--- src/rtl/mips_multicycle_control.sv ---
// rtl/mips_multicycle_control.sv - multicycle MIPS main control FSM
module mips_multicycle_control #(
    parameter bit MEM_WAIT_EN = 1'b1
) (
    input  logic       clk,
    input  logic       rst_n,
    input  logic [5:0] opcode,
    input  logic       zero,
    input  logic       mem_ready,
    output logic       pcWrite,
    output logic       pcWriteCond,
    output logic       pc_en,
    output logic       iorD,
    output logic       memRead,
    output logic       memWrite,
    output logic       memToReg,
    output logic       irWrite,
    output logic       regDst,
    output logic       regWrite,
    output logic       aluSrcA,
    output logic [1:0] aluSrcB,
    output logic [1:0] aluOp,
    output logic [1:0] pcSource,
    output logic       illegal_op,
    output logic [3:0] state
);

    localparam logic [3:0] FETCH  = 4'd0;
    localparam logic [3:0] DECODE = 4'd1;
    localparam logic [3:0] MEMADR = 4'd2;
    localparam logic [3:0] MEMRD  = 4'd3;
    localparam logic [3:0] MEMWB  = 4'd4;
    localparam logic [3:0] MEMWR  = 4'd5;
    localparam logic [3:0] EXEC   = 4'd6;
    localparam logic [3:0] ALUWB  = 4'd7;
    localparam logic [3:0] BRANCH = 4'd8;
    localparam logic [3:0] JUMP   = 4'd9;

    localparam logic [5:0] OP_RTYPE = 6'b000000;
    localparam logic [5:0] OP_LW    = 6'b100011;
    localparam logic [5:0] OP_SW    = 6'b101011;
    localparam logic [5:0] OP_BEQ   = 6'b000100;
    localparam logic [5:0] OP_J     = 6'b000010;

    logic [3:0] stateReg;
    logic [3:0] nextState;
    logic       memReady;

    // With waiting disabled every memory access is treated as completing at once.
    assign memReady = MEM_WAIT_EN ? mem_ready : 1'b1;
    assign state    = stateReg;

    // State register; reset always returns to FETCH, abandoning any instruction.
    always_ff @(posedge clk) begin
        if (!rst_n) begin
            stateReg <= FETCH;
        end else begin
            stateReg <= nextState;
        end
    end

    // Next-state selection; opcode only matters in DECODE and MEMADR.
    always_comb begin
        nextState = FETCH;
        case (stateReg)
            FETCH:  nextState = memReady ? DECODE : FETCH;
            DECODE: begin
                case (opcode)
                    OP_LW, OP_SW: nextState = MEMADR;
                    OP_RTYPE:     nextState = EXEC;
                    OP_BEQ:       nextState = BRANCH;
                    OP_J:         nextState = JUMP;
                    default:      nextState = FETCH;
                endcase
            end
            MEMADR: nextState = (opcode == OP_SW) ? MEMWR : MEMRD;
            MEMRD:  nextState = memReady ? MEMWB : MEMRD;
            MEMWB:  nextState = FETCH;
            MEMWR:  nextState = memReady ? FETCH : MEMWR;
            EXEC:   nextState = ALUWB;
            ALUWB:  nextState = FETCH;
            BRANCH: nextState = FETCH;
            JUMP:   nextState = FETCH;
            default: nextState = FETCH;
        endcase
    end

    // Moore output decode, blanked while reset is asserted; the unused encodings fall to all-zero.
    always_comb begin
        pcWrite     = 1'b0;
        pcWriteCond = 1'b0;
        iorD        = 1'b0;
        memRead     = 1'b0;
        memWrite    = 1'b0;
        memToReg    = 1'b0;
        irWrite     = 1'b0;
        regDst      = 1'b0;
        regWrite    = 1'b0;
        aluSrcA     = 1'b0;
        aluSrcB     = 2'b00;
        aluOp       = 2'b00;
        pcSource    = 2'b00;
        illegal_op  = 1'b0;
        if (rst_n) begin
            case (stateReg)
                FETCH: begin
                    memRead = 1'b1;
                    aluSrcB = 2'b01;
                    irWrite = memReady;
                    pcWrite = memReady;
                end
                DECODE: begin
                    aluSrcB = 2'b11;
                    illegal_op = !(opcode == OP_LW || opcode == OP_SW || opcode == OP_RTYPE
                                   || opcode == OP_BEQ || opcode == OP_J);
                end
                MEMADR: begin
                    aluSrcA = 1'b1;
                    aluSrcB = 2'b10;
                end
                MEMRD: begin
                    memRead = 1'b1;
                    iorD    = 1'b1;
                end
                MEMWB: begin
                    regWrite = 1'b1;
                    memToReg = 1'b1;
                end
                MEMWR: begin
                    memWrite = 1'b1;
                    iorD     = 1'b1;
                end
                EXEC: begin
                    aluSrcA = 1'b1;
                    aluOp   = 2'b10;
                end
                ALUWB: begin
                    regWrite = 1'b1;
                    regDst   = 1'b1;
                end
                BRANCH: begin
                    aluSrcA     = 1'b1;
                    aluOp       = 2'b01;
                    pcWriteCond = 1'b1;
                    pcSource    = 2'b01;
                end
                JUMP: begin
                    pcWrite  = 1'b1;
                    pcSource = 2'b10;
                end
                default: ;
            endcase
        end
    end

    assign pc_en = pcWrite | (pcWriteCond & zero);

endmodule

--- config.mk ---
export PLATFORM = sky130hd
export DESIGN_NAME = mips_multicycle_control
export DESIGN_NICKNAME = d
export VERILOG_FILES = /design/src/rtl/mips_multicycle_control.sv
export SDC_FILE = /design/constraint.sdc
export NUM_CORES = 1
export LEC_CHECK = 0
export ABC_AREA = 1
export BUFFER_PORTS_ARGS = -buffer_cell sky130_fd_sc_hd__buf_2
export CORE_AREA = 2 2 39 41
export CTS_BUF_LIST = sky130_fd_sc_hd__clkbuf_8
export CTS_CLUSTER_SIZE = 12
export DETAILED_ROUTE_END_ITERATION = 10
export DIE_AREA = 0 0 41 43
export MAX_ROUTING_LAYER = met4
export PLACE_DENSITY = 0.72
export SLEW_MARGIN = 10
export SYNTH_ARGS = -nofsm -noshare
export SYNTH_HDL_FRONTEND = slang
export SYNTH_SLANG_ARGS = --single-unit
--- constraint.sdc ---
create_clock -name clk -period 1.2 [get_ports clk]
set_input_delay 0.24 -clock clk [delete_from_list [all_inputs] [get_ports clk]]
set_output_delay 0.24 -clock clk [all_outputs]
set_load 0.01 [all_outputs]
### Word level (Yosys, flattened, before mapping)

Index checks and enable logic that the tools add are counted.

| word-level totals | value |
|---|---|
| flip-flop bits (word level) | 4 |
| output and inout bits | 22 |
| input bits | 10 |
| word-level logic and storage cells | 62 |

| cells by class | value |
|---|---|
| bitwise gates (word level) | 2 |
| equality and inequality tests | 13 |
| reductions and logical operators | 12 |
| mux-type cells | 34 |

Operators with widths:

| cell | number |
|---|---|
| 4-bit one-hot mux with 6 select lines | 1 |
| 1-bit 2-to-1 mux | 22 |
| 4-bit by 3-bit == test with 1-bit output (second input constant) | 4 |
| 4-bit one-hot mux with 4 select lines | 1 |
| 6-bit == test (second input constant) | 2 |
| 3-bit 2-to-1 mux | 3 |
| 4-bit by 2-bit == test with 1-bit output (second input constant) | 2 |
| 4-bit == test (second input constant) | 2 |
| 2-bit one-hot mux with 2 select lines | 2 |
| 2-bit OR reduction | 4 |
| 6-bit by 2-bit == test with 1-bit output (second input constant) | 1 |
| 6-bit by 3-bit == test with 1-bit output (second input constant) | 1 |
| 6-bit logical NOT | 1 |
| 2-bit 2-to-1 mux | 3 |
| 2-bit one-hot mux with 3 select lines | 1 |
| 4-bit by 1-bit == test with 1-bit output (second input constant) | 1 |
| 4-bit logical NOT | 1 |
| 1-bit logical OR | 4 |
| 3-bit OR reduction | 1 |
| 1-bit one-hot mux with 2 select lines | 1 |
| 1-bit bitwise AND | 1 |
| 1-bit logical NOT | 1 |
| 1-bit bitwise OR | 1 |

### Logic depth before layout (Yosys ltp)

Gate-level depths: netlist of run 1.

| logic depth | value |
|---|---|
| depth after elaboration | 8 |
| gate-level depth with buffers | 8 |
| mapped depth without buffers | 8 |

### Least setup slack after synthesis of run 1

OpenSTA, ideal clock, no wires.

| path | value |
|---|---|
| kind | reg2out |
| from | reg stateReg[3], in the netlist state[3] |
| to | out illegal_op |
| path buffers | 0 |
| required time | 960 ps |
| arrival time | 1,042 ps |
| stages on the path, launching flop included | 6 |
| path slack | -82 ps |
| cells stage by stage | dfxtp_1 -> nor2_2 -> inv_1 -> nor2_1 -> nand2_1 -> nor3_2 |

| on the way | value |
|---|---|
| cells in the longest elaborated chain, start to end | 3 |

Ends and longest elaborated chain:

| item | line | RTL |
|---|---|---|
| from (decl) | 45 | `logic [3:0] stateReg;` |
| from (signal assigned) | 58 | `stateReg <= nextState;` |
| 4-bit by 1-bit == test with 1-bit output | 105 | `case (stateReg)` |
| 1-bit 2-to-1 mux | 105 |  |
| 1-bit 2-to-1 mux | 104 | `if (rst_n) begin` |
| to (decl) | 24 | `output logic illegal_op,` |

No other way between the ends.

### Worst setup path in the final report of run 1

Ends and elaborated chain as after synthesis.

==> metrics.md, run 1 <==
| Metric | Value |
|---|---|
| Outcome | `complete, but fails checks` |
| Violated checks | `negative setup slack` |
| Row count | `14` |
| TNS Setup | `-3.45 ns` |
| Post-synth top area share | `0.214` |
| H-Tree Depth | `1` |
| Post-Syn Area | `474 µm²` |
| Via count | `773` |
| CTS Sinks | `4` |
| Crit-path max cell delay | `about 0.35 ns` |
| Global-route wire length before repair | `between 2000 and 3000 µm` |
| Residual DRC | `0` |
| Die width | `about 41 µm` |
| Via density | `between 4 and 5` |
| Main area contributors after synthesis | `nand2_1 (21%), nor2_1 (21%), dfxtp_1 (17%)` |
| Worst EP required | `0.96 ns` |
| Synth Area in XOR/XNOR | `0` |
| DR pass1 iterations | `4` |
| Final Max Slew Viols | `0` |
| Critical-path cell list | `nor2_4 > inv_2 > nor2_4 > nand2_2 > nor3_2 > buf_2` |
| Distinct cell type count after synthesis | `14` |
| Leakage | `0.000583 µW` |
| Core ar. | `1380 µm²` |
| Fillers | `108` |
| VDD IR max | `0.482 mV` |
| Syn nets | `107` |
| CTS root buffer | `clkbuf_8` |
| Wire length per cell | `11.3 µm` |
| F_max | `673 MHz` |
| Endpoints failing setup | `19` |
| Pin count of the biggest net entering global routing | `7` |
| Iteration-0 DRC Markers | `8` |
| Via count of the first global-routing pass | `634` |
| Worst-path clk slew | `about 0.03 ns` |
| Hold Crit Class | `in -> reg` |
| Yosys reg bits | `4` |
| Final Total Pwr | `584 µW` |
| Peak fanout along the critical path | `3` |
| Mux contribution to synthesized area | `0` |
| CTS hold repair buffers | `0` |
| Setup WS pre-CTS | `-0.0738 ns` |
| Slowest-stage cell, CP | `dfxtp_4` |
| Total track usage | `0.223` |
| Tcrit/Tclk final | `1.24` |
| DRT antenna net count | `0` |
| Antenna violations before repair | `0` |
| Avg Inst Size Synth | `4.89 µm²` |
| Post-DP HPWL | `about 1200 µm` |
| Critical Path AT | `1.25 ns` |
| Setup Skew | `approximately 0.0026 ns` |
| Commonest non-fill, non-tap cells in the layout | `buf_2 (25), nand2_1 (22), nor2_1 (13), buf_4 (12), nor2_2 (9)` |
| Top Family by Delay on Critical Path | `simple AND/OR/NAND/NOR gates` |
| Initial Utilization | `0.343` |
| Port bufs | `31` |
| RSZ-0062 raised after global routing | `yes` |
| Largest family of logic cells by synthesized area | `simple AND/OR/NAND/NOR gates` |
| Placed Cells | `154` |
| I/O pin total | `32` |
| Final WL | `1820 µm` |
| Final GP Congestion | `0.818` |
| Die Ht | `43 µm` |
| Final Worst Setup Slack | `-0.287 ns` |
| # nets final | `157` |
| Hold slack | `0.339 ns` |
| Layout area overhead | `112%` |
| Final cell count without fillers | `161` |
| Die ar. | `around 1800 µm²` |
| CP Class | `reg -> out` |
| Most used cell, CP | `nor2_4` |
| Simple-gate portion of the synthesized area | `0.625` |
| Syn Inst Count | `97` |
| Fin. Hold Viols | `0` |
| PwrDens | `slightly below 600 nW/µm²` |
| Max-Cap Viols | `0` |
| Synth Area in Compound Gates | `0.0475` |
| CP bufs+invs | `2` |
| Seq/Total Area, Yosys | `0.169` |
| Area occupied by multi-input gates | `450 µm²` |
| Adder-cell share of the synthesized area | `0` |
| Most common cell after layout, fill and taps aside | `buf_2` |
| Total CTS buffers | `3` |
| Yosys top cell by area | `nand2_1` |
| Worst slew pin tran | `0.208 ns` |
| CTS tree | `yes` |
| Slew headroom | `0.861` |
| Max reg flops | `4` |
| Ys Warns | `0` |
| Fraction of layout cells with a size suffix above 1 | `0.634` |
| Reg area | `95.1 µm²` |
| Worst setup SP type | `flop` |
| Tmin final | `1.49 ns` |
| # diodes | `0` |
| Maximum clock path buffer count | `2` |
| Clk_lat worst skew | `roughly 0.22 ns` |
| Setup crit end kind | `output pin` |
| Grt ovf | `0` |
[power by group]
part           internal, µW  switching [µW]  total, µW
clock                   214            70.6        284
sequential              130            7.31        137
combinational          74.4            87.5        162
total                   418             165        584
[worst min-delay path, delay by kind of cell]
kind / cells / cell delay [ns]
buffers and inverters: 1 / 0.11
and+or+nand+nor: 1 / 0.10
AOI/OAI and AO/OA: 1 / 0.06
[timing repair]
item,CTS,global route
setup endpoints to repair,19,21
resized for setup,31,26
cloned,0,0
setup buffers,2,3
pin swaps,6,12
[synthesized netlist by cell type, drive strengths merged]
cell type / number
nor3: 3
nand2: 27
nand4: 1
dfxtp: 4
nand3b: 1
nand3: 9
buf: 1
a21oi: 3
inv: 18
nor2: 29
o31ai: 1
[layer usage]
metal / part of all wire / track usage / wire length [µm]
met2: 0.53 / 0.384 / 963
met5: 0 / - / 0
met1: 0.38 / 0.245 / 685
met3: 0.063 / 0.0314 / 115
met4: 0.028 / 0.0800 / 51
[metrics by stage]
stage                     area, µm²   util
final                          1000  0.726
after global routing           1000  0.726
after CTS                       896  0.647
after detailed placement        739  0.534
after global placement          739  0.534
after floorplan                 489      -
[final cells by class]
class,instances,area share
clock buffers,3,0.0411
inverters,18,0.0722
well taps,16,0.0199
repair buffers,46,0.324
multi-input cells,74,0.448
flip-flops and latches,4,0.0946
[cell families after synthesis]
kind of cell	after synthesis
AOI/OAI and AO/OA	4
DFF	4
buffers and inverters	19
and+or+nand+nor	70
[worst paths after layout]
check	start	endpoint	slack, ns	cells past startpoint
max reg2reg	state[3]	state[2]	-0.02	9
min	opcode[2]	state[3]	0.34	3
min reg2reg	state[1]	state[3]	0.63	3
max	state[3]	illegal_op	-0.29	6
Power figures use the tool's default switching activity.
==> run 2, diff against run 1 <==
Settings changed: SETUP_SLACK_MARGIN from default to 0.15.
==> metrics.md, run 2 (synthesis gave the netlist of run 1 again) <==
| Metric | Value |
|---|---|
| Critical-path cell list | `nor2_4 > inv_2 > nor2_4 > nand2_2 > nor3_2 > buf_2` |
| Via density | `roughly 4.8` |
| Total track usage | `0.226` |
| Top Family by Delay on Critical Path | `simple AND/OR/NAND/NOR gates` |
| Max reg flops | `4` |
| Setup WS pre-CTS | `-0.0875 ns` |
| Residual DRC | `0` |
| Layout area overhead | `116%` |
| Via count | `around 770` |
| CTS root buffer | `clkbuf_8` |
| Most used cell, CP | `nor2_4` |
| DP Area | `about 800 µm²` |
| RSZ-0062 raised after global routing | `yes` |
| Worst EP required | `roughly 0.96 ns` |
| Pin count of the biggest net entering global routing | `8` |
| Final WL | `1620 µm` |
| Setup crit end kind | `output pin` |
| Slew headroom | `0.867` |
| PwrDens | `566 nW/µm²` |
| VDD IR max | `0.740 mV` |
| Max-Cap Viols | `0` |
| Die Ht | `43 µm` |
| DR pass1 iterations | `4` |
| Peak fanout along the critical path | `4` |
| Setup Skew | `0.00268 ns` |
| Fin. Hold Viols | `0` |
| Antenna violations before repair | `0` |
| Violated checks | `negative setup slack` |
| Leakage | `around 0.00060 µW` |
| # diodes | `0` |
| Area occupied by multi-input gates | `about 460 µm²` |
| F_max | `696 MHz` |
| Die width | `between 40 and 50 µm` |
| TNS Setup | `-3.33 ns` |
| Slowest-stage cell, CP | `dfxtp_4` |
| CTS tree | `yes` |
| Iteration-0 DRC Markers | `5` |
| Row count | `14` |
| H-Tree Depth | `1` |
| CP Class | `reg -> out` |
| Tcrit/Tclk final | `1.20` |
| Hold Crit Class | `in -> reg` |
| Tmin final | `1.44 ns` |
| Die ar. | `between 1500 and 2000 µm²` |
| Wire length per cell | `~10 µm` |
| Fin util | `0.741` |
| Hold slack | `0.349 ns` |
| Clk_lat worst skew | `0.21 ns` |
| Crit-path max cell delay | `0.35 ns` |
| Final Max Slew Viols | `0` |
| Outcome | `complete, but fails checks` |
| Fillers | `111` |
| Critical Path AT | `1.20 ns` |
| CP bufs+invs | `2` |
| Final GP Congestion | `0.771` |
| DRT antenna net count | `0` |
| Endpoints failing setup | `19` |
| Initial Utilization | `0.343` |
| CTS Sinks | `4` |
| Post-DP HPWL | `around 1200 µm` |
| Worst setup SP type | `flop` |
| Fraction of layout cells with a size suffix above 1 | `0.658` |
| Worst-path clk slew | `0.03 ns` |
| Final Worst Setup Slack | `-0.237 ns` |
| Grt ovf | `0` |
| Most common cell after layout, fill and taps aside | `buf_2` |
| # nets final | `158` |
| Reg area | `about 95 µm²` |
| Commonest non-fill, non-tap cells in the layout | `buf_2 (26), nand2_1 (18), buf_6 (14), nor2_1 (12), inv_1 (10)` |
| Finished layout cell area | `1030 µm²` |
| Total CTS buffers | `3` |
| Core ar. | `1380 µm²` |
| Maximum clock path buffer count | `2` |
| Port bufs | `31` |
| Global-route wire length before repair | `~2700 µm` |
| Via count of the first global-routing pass | `between 600 and 700` |
| CTS hold repair buffers | `0` |
| Worst slew pin tran | `between 0.15 and 0.2 ns` |
| I/O pin total | `32` |
-- run 2: cell count changes in the layout (fill, tap and decap cells not counted), moves of 2 or more --
cell,delta
buf_4,-5
buf_6,+6
inv_1,+2
nand2_1,-4
nand2_2,+5
nor2_4,+2
-- run 2: layout make-up --
type,instances,share of cell area
inverters,18,0.0683
flip-flops and latches,4,0.0927
repair buffers,47,0.332
clock buffers,3,0.0402
well taps,16,0.0195
multi-input cells,74,0.448
-- run 2: worst register-to-register path, delay by kind of cell (launching register included) --
| family | cells | cell delay, ns |
|---|---|---|
| simple gates | 7 | 0.56 |
| buf+inv | 2 | 0.17 |
| flops | 1 | 0.40 |
-- run 2: worst paths after layout --
check,from,endpoint,slack (ns),cells after the start
max,state[2],illegal_op,-0.24,6
min reg2reg,state[0],state[1],0.72,4
max reg2reg,state[0],state[0],0,9
min,opcode[2],state[3],0.35,3
-- run 2: what timing repair did --
| action | in CTS | in global routing |
|---|---|---|
| buffers inserted | 4 | 2 |
| hold endpoints to repair | 0 | 0 |
| pin swaps | 10 | 8 |
| setup endpoints to repair | 23 | 25 |
| resized for setup | 23 | 13 |
-- run 2: metal layers --
| layer | part of all wire | track usage | vias up |
|---|---|---|---|
| met4 | 0.016 | 0.0667 | 0 |
| li1 | - | - | 393 |
| met3 | 0.063 | 0.0471 | 2 |
| met2 | 0.58 | 0.394 | 30 |
| met1 | 0.34 | 0.241 | 348 |
| met5 | 0 | - | - |
-- run 2: power breakdown --
part | switching (µW) | leakage [µW] | total [µW] | internal (µW)
Sequential | 8.27 | 0.0000355 | 138 | 130
Clock | 58.3 | 0.0000216 | 271 | 213
Combinational | 88.5 | 0.000542 | 171 | 82.3
Total | 155 | 0.000599 | 580 | 425
-- run 2: metrics by stage --
| step | std cells | power [µW] |
|---|---|---|
| after floorplan | 97 | 205 |
| after global placement | 153 | 266 |
| after detailed placement | 153 | 269 |
| after CTS | 160 | 577 |
| after global routing | 162 | 625 |
| final | 162 | 580 |
==> run 3, diff against run 2 <==
Settings changed: CELL_PAD_IN_SITES_DETAIL_PLACEMENT from default to 0, CELL_PAD_IN_SITES_GLOBAL_PLACEMENT from default to 2, CORE_AREA 2 2 39 41 to default, CORE_MARGIN from default to 2, CORE_UTILIZATION from default to 17, DIE_AREA 0 0 41 43 to default, PLACE_DENSITY 0.72 to 0.8.
==> metrics.md, run 3 (synthesis gave the netlist of run 1 again) <==
| Metric | Value |
|---|---|
| Via count of the first global-routing pass | `around 650` |
| Fillers | `316` |
| DRT antenna net count | `0` |
| CTS Sinks | `4` |
| Critical-path cell list | `nor2_4 > inv_2 > nor2_4 > nand2_2 > nor3_2 > buf_2` |
| Top Family by Delay on Critical Path | `simple AND/OR/NAND/NOR gates` |
| Hold slack | `0.360 ns` |
| Hold Crit Class | `in -> reg` |
| Most used cell, CP | `nor2_4` |
| Final Max Slew Viols | `0` |
| Crit-path max cell delay | `about 0.35 ns` |
| Via count | `743` |
| VDD IR max | `0.292 mV` |
| Worst EP required | `0.96 ns` |
| Layout area overhead | `116%` |
| Core ar. | `~2700 µm²` |
| Final Worst Setup Slack | `-0.237 ns` |
| Wire length per cell | `9.56 µm` |
| Worst setup SP type | `flop` |
| Commonest non-fill, non-tap cells in the layout | `buf_2 (27), nand2_1 (20), buf_4 (14), nor2_1 (13), inv_2 (9)` |
| Fin. Hold Viols | `0` |
| Reg area | `between 90 and 100 µm²` |
| Fin util | `0.378` |
| Iteration-0 DRC Markers | `4` |
| Maximum clock path buffer count | `2` |
| Min-delay src | `opcode[2]` |
| Row count | `19` |
| Pin count of the biggest net entering global routing | `7` |
| Clk_lat worst skew | `0.21 ns` |
| Outcome | `complete, but fails checks` |
| Setup Skew | `0.00204 ns` |
| PwrDens | `556 nW/µm²` |
| Tmin final | `~1.4 ns` |
| Via density | `4.15` |
| Max reg flops | `4` |
| Placed Cells | `170` |
| Leakage | `~0.0006 µW` |
| Peak fanout along the critical path | `4` |
| DP Area | `837 µm²` |
| CTS hold repair buffers | `0` |
| CTS tree | `yes` |
| F_max | `696 MHz` |
| Post-DP HPWL | `around 1400 µm` |
| Final cell count without fillers | `179` |
| Critical Path AT | `approximately 1.2 ns` |
| # diodes | `0` |
| RSZ-0062 raised after global routing | `yes` |
| # nets final | `160` |
| Die ar. | `3230 µm²` |
| Total track usage | `0.110` |
| I/O pin total | `32` |
| Endpoints failing setup | `21` |
| Slew headroom | `0.849` |
| Finished layout cell area | `1020 µm²` |
| Residual DRC | `0` |
| CTS root buffer | `clkbuf_8` |
| Total CTS buffers | `3` |
| Final GP Congestion | `0.741` |
| Violated checks | `negative setup slack` |
| Port bufs | `31` |
| Most common cell after layout, fill and taps aside | `buf_2` |
| Die Ht | `~57 µm` |
| DR pass1 iterations | `3` |
| Antenna violations before repair | `0` |
| TNS Setup | `-3.37 ns` |
| H-Tree Depth | `1` |
| Final WL | `1710 µm` |
| Global-route wire length before repair | `~2700 µm` |
| Worst-path clk slew | `0.03 ns` |
| Grt ovf | `0` |
| Max-Cap Viols | `0` |
| CP bufs+invs | `2` |
| Fraction of layout cells with a size suffix above 1 | `0.649` |
| Initial Utilization | `0.175` |
| Slowest-stage cell, CP | `dfxtp_4` |
| Worst slew pin tran | `0.225 ns` |
| Die width | `roughly 57 µm` |
| CP Class | `reg -> out` |
| RR Startpoint | `state[3]` |
| Setup crit end kind | `output pin` |
| Tcrit/Tclk final | `1.20` |
| Area occupied by multi-input gates | `448 µm²` |
| Crit path launch | `state[2]` |
-- run 3: cell count changes in the layout (fill, tap and decap cells not counted), moves of 2 or more --
cell     change
nand2_2      -3
buf_6        -6
buf_4        +7
inv_1        -2
nand2_1      +2
inv_2        +2
-- run 3: power by group --
part / switching (µW) / internal, µW / total (µW)
Sequential: 6.73 / 130 / 137
Clock: 60.7 / 213 / 274
Combinational: 85.9 / 72.3 / 158
Total: 153 / 415 / 569
-- run 3: final timing paths --
path / endpoint / slack, ns / depth (start not counted)
min: state[3] / 0.36 / 3
min reg2reg: state[3] / 0.64 / 3
max reg2reg: state[2] / -0.03 / 10
max: illegal_op / -0.24 / 6
-- run 3: worst reg2reg max path: cells and delay by family (launching register included) --
family | cells | cell delay [ns]
buf+inv | 4 | 0.39
flops | 1 | 0.38
simple gates | 6 | 0.35
-- run 3: what timing repair did --
item,4_1_cts,5_1_grt
endpoints found under the setup margin,23,23
pin swaps,9,1
resized for setup,20,8
setup buffers,4,2
-- run 3: through the flow --
stage	total power, µW	worst slack, ns
floorplan	205	0.0713
finish	569	-0.237
global route	608	-0.320
detailed placement	274	-0.0919
CTS	574	-0.233
global placement	271	-0.0804
-- run 3: area by class of cell --
cell class	instances	area share
Tap cell	31	0.0379
Inverter	18	0.0685
Timing Repair Buffer	49	0.323
Clock buffer	3	0.0403
Multi-Input combinational cell	74	0.438
Sequential cell	4	0.0929
-- run 3: per-layer routing --
metal / vias to the layer above / routed length [µm] / GRT usage
li1: 400 / - / -
met1: 310 / 679 / 0.131
met2: 29 / 863 / 0.183
met3: 4 / 139 / 0.0161
met4: 0 / 29 / 0.0498
met5: - / 0 / -
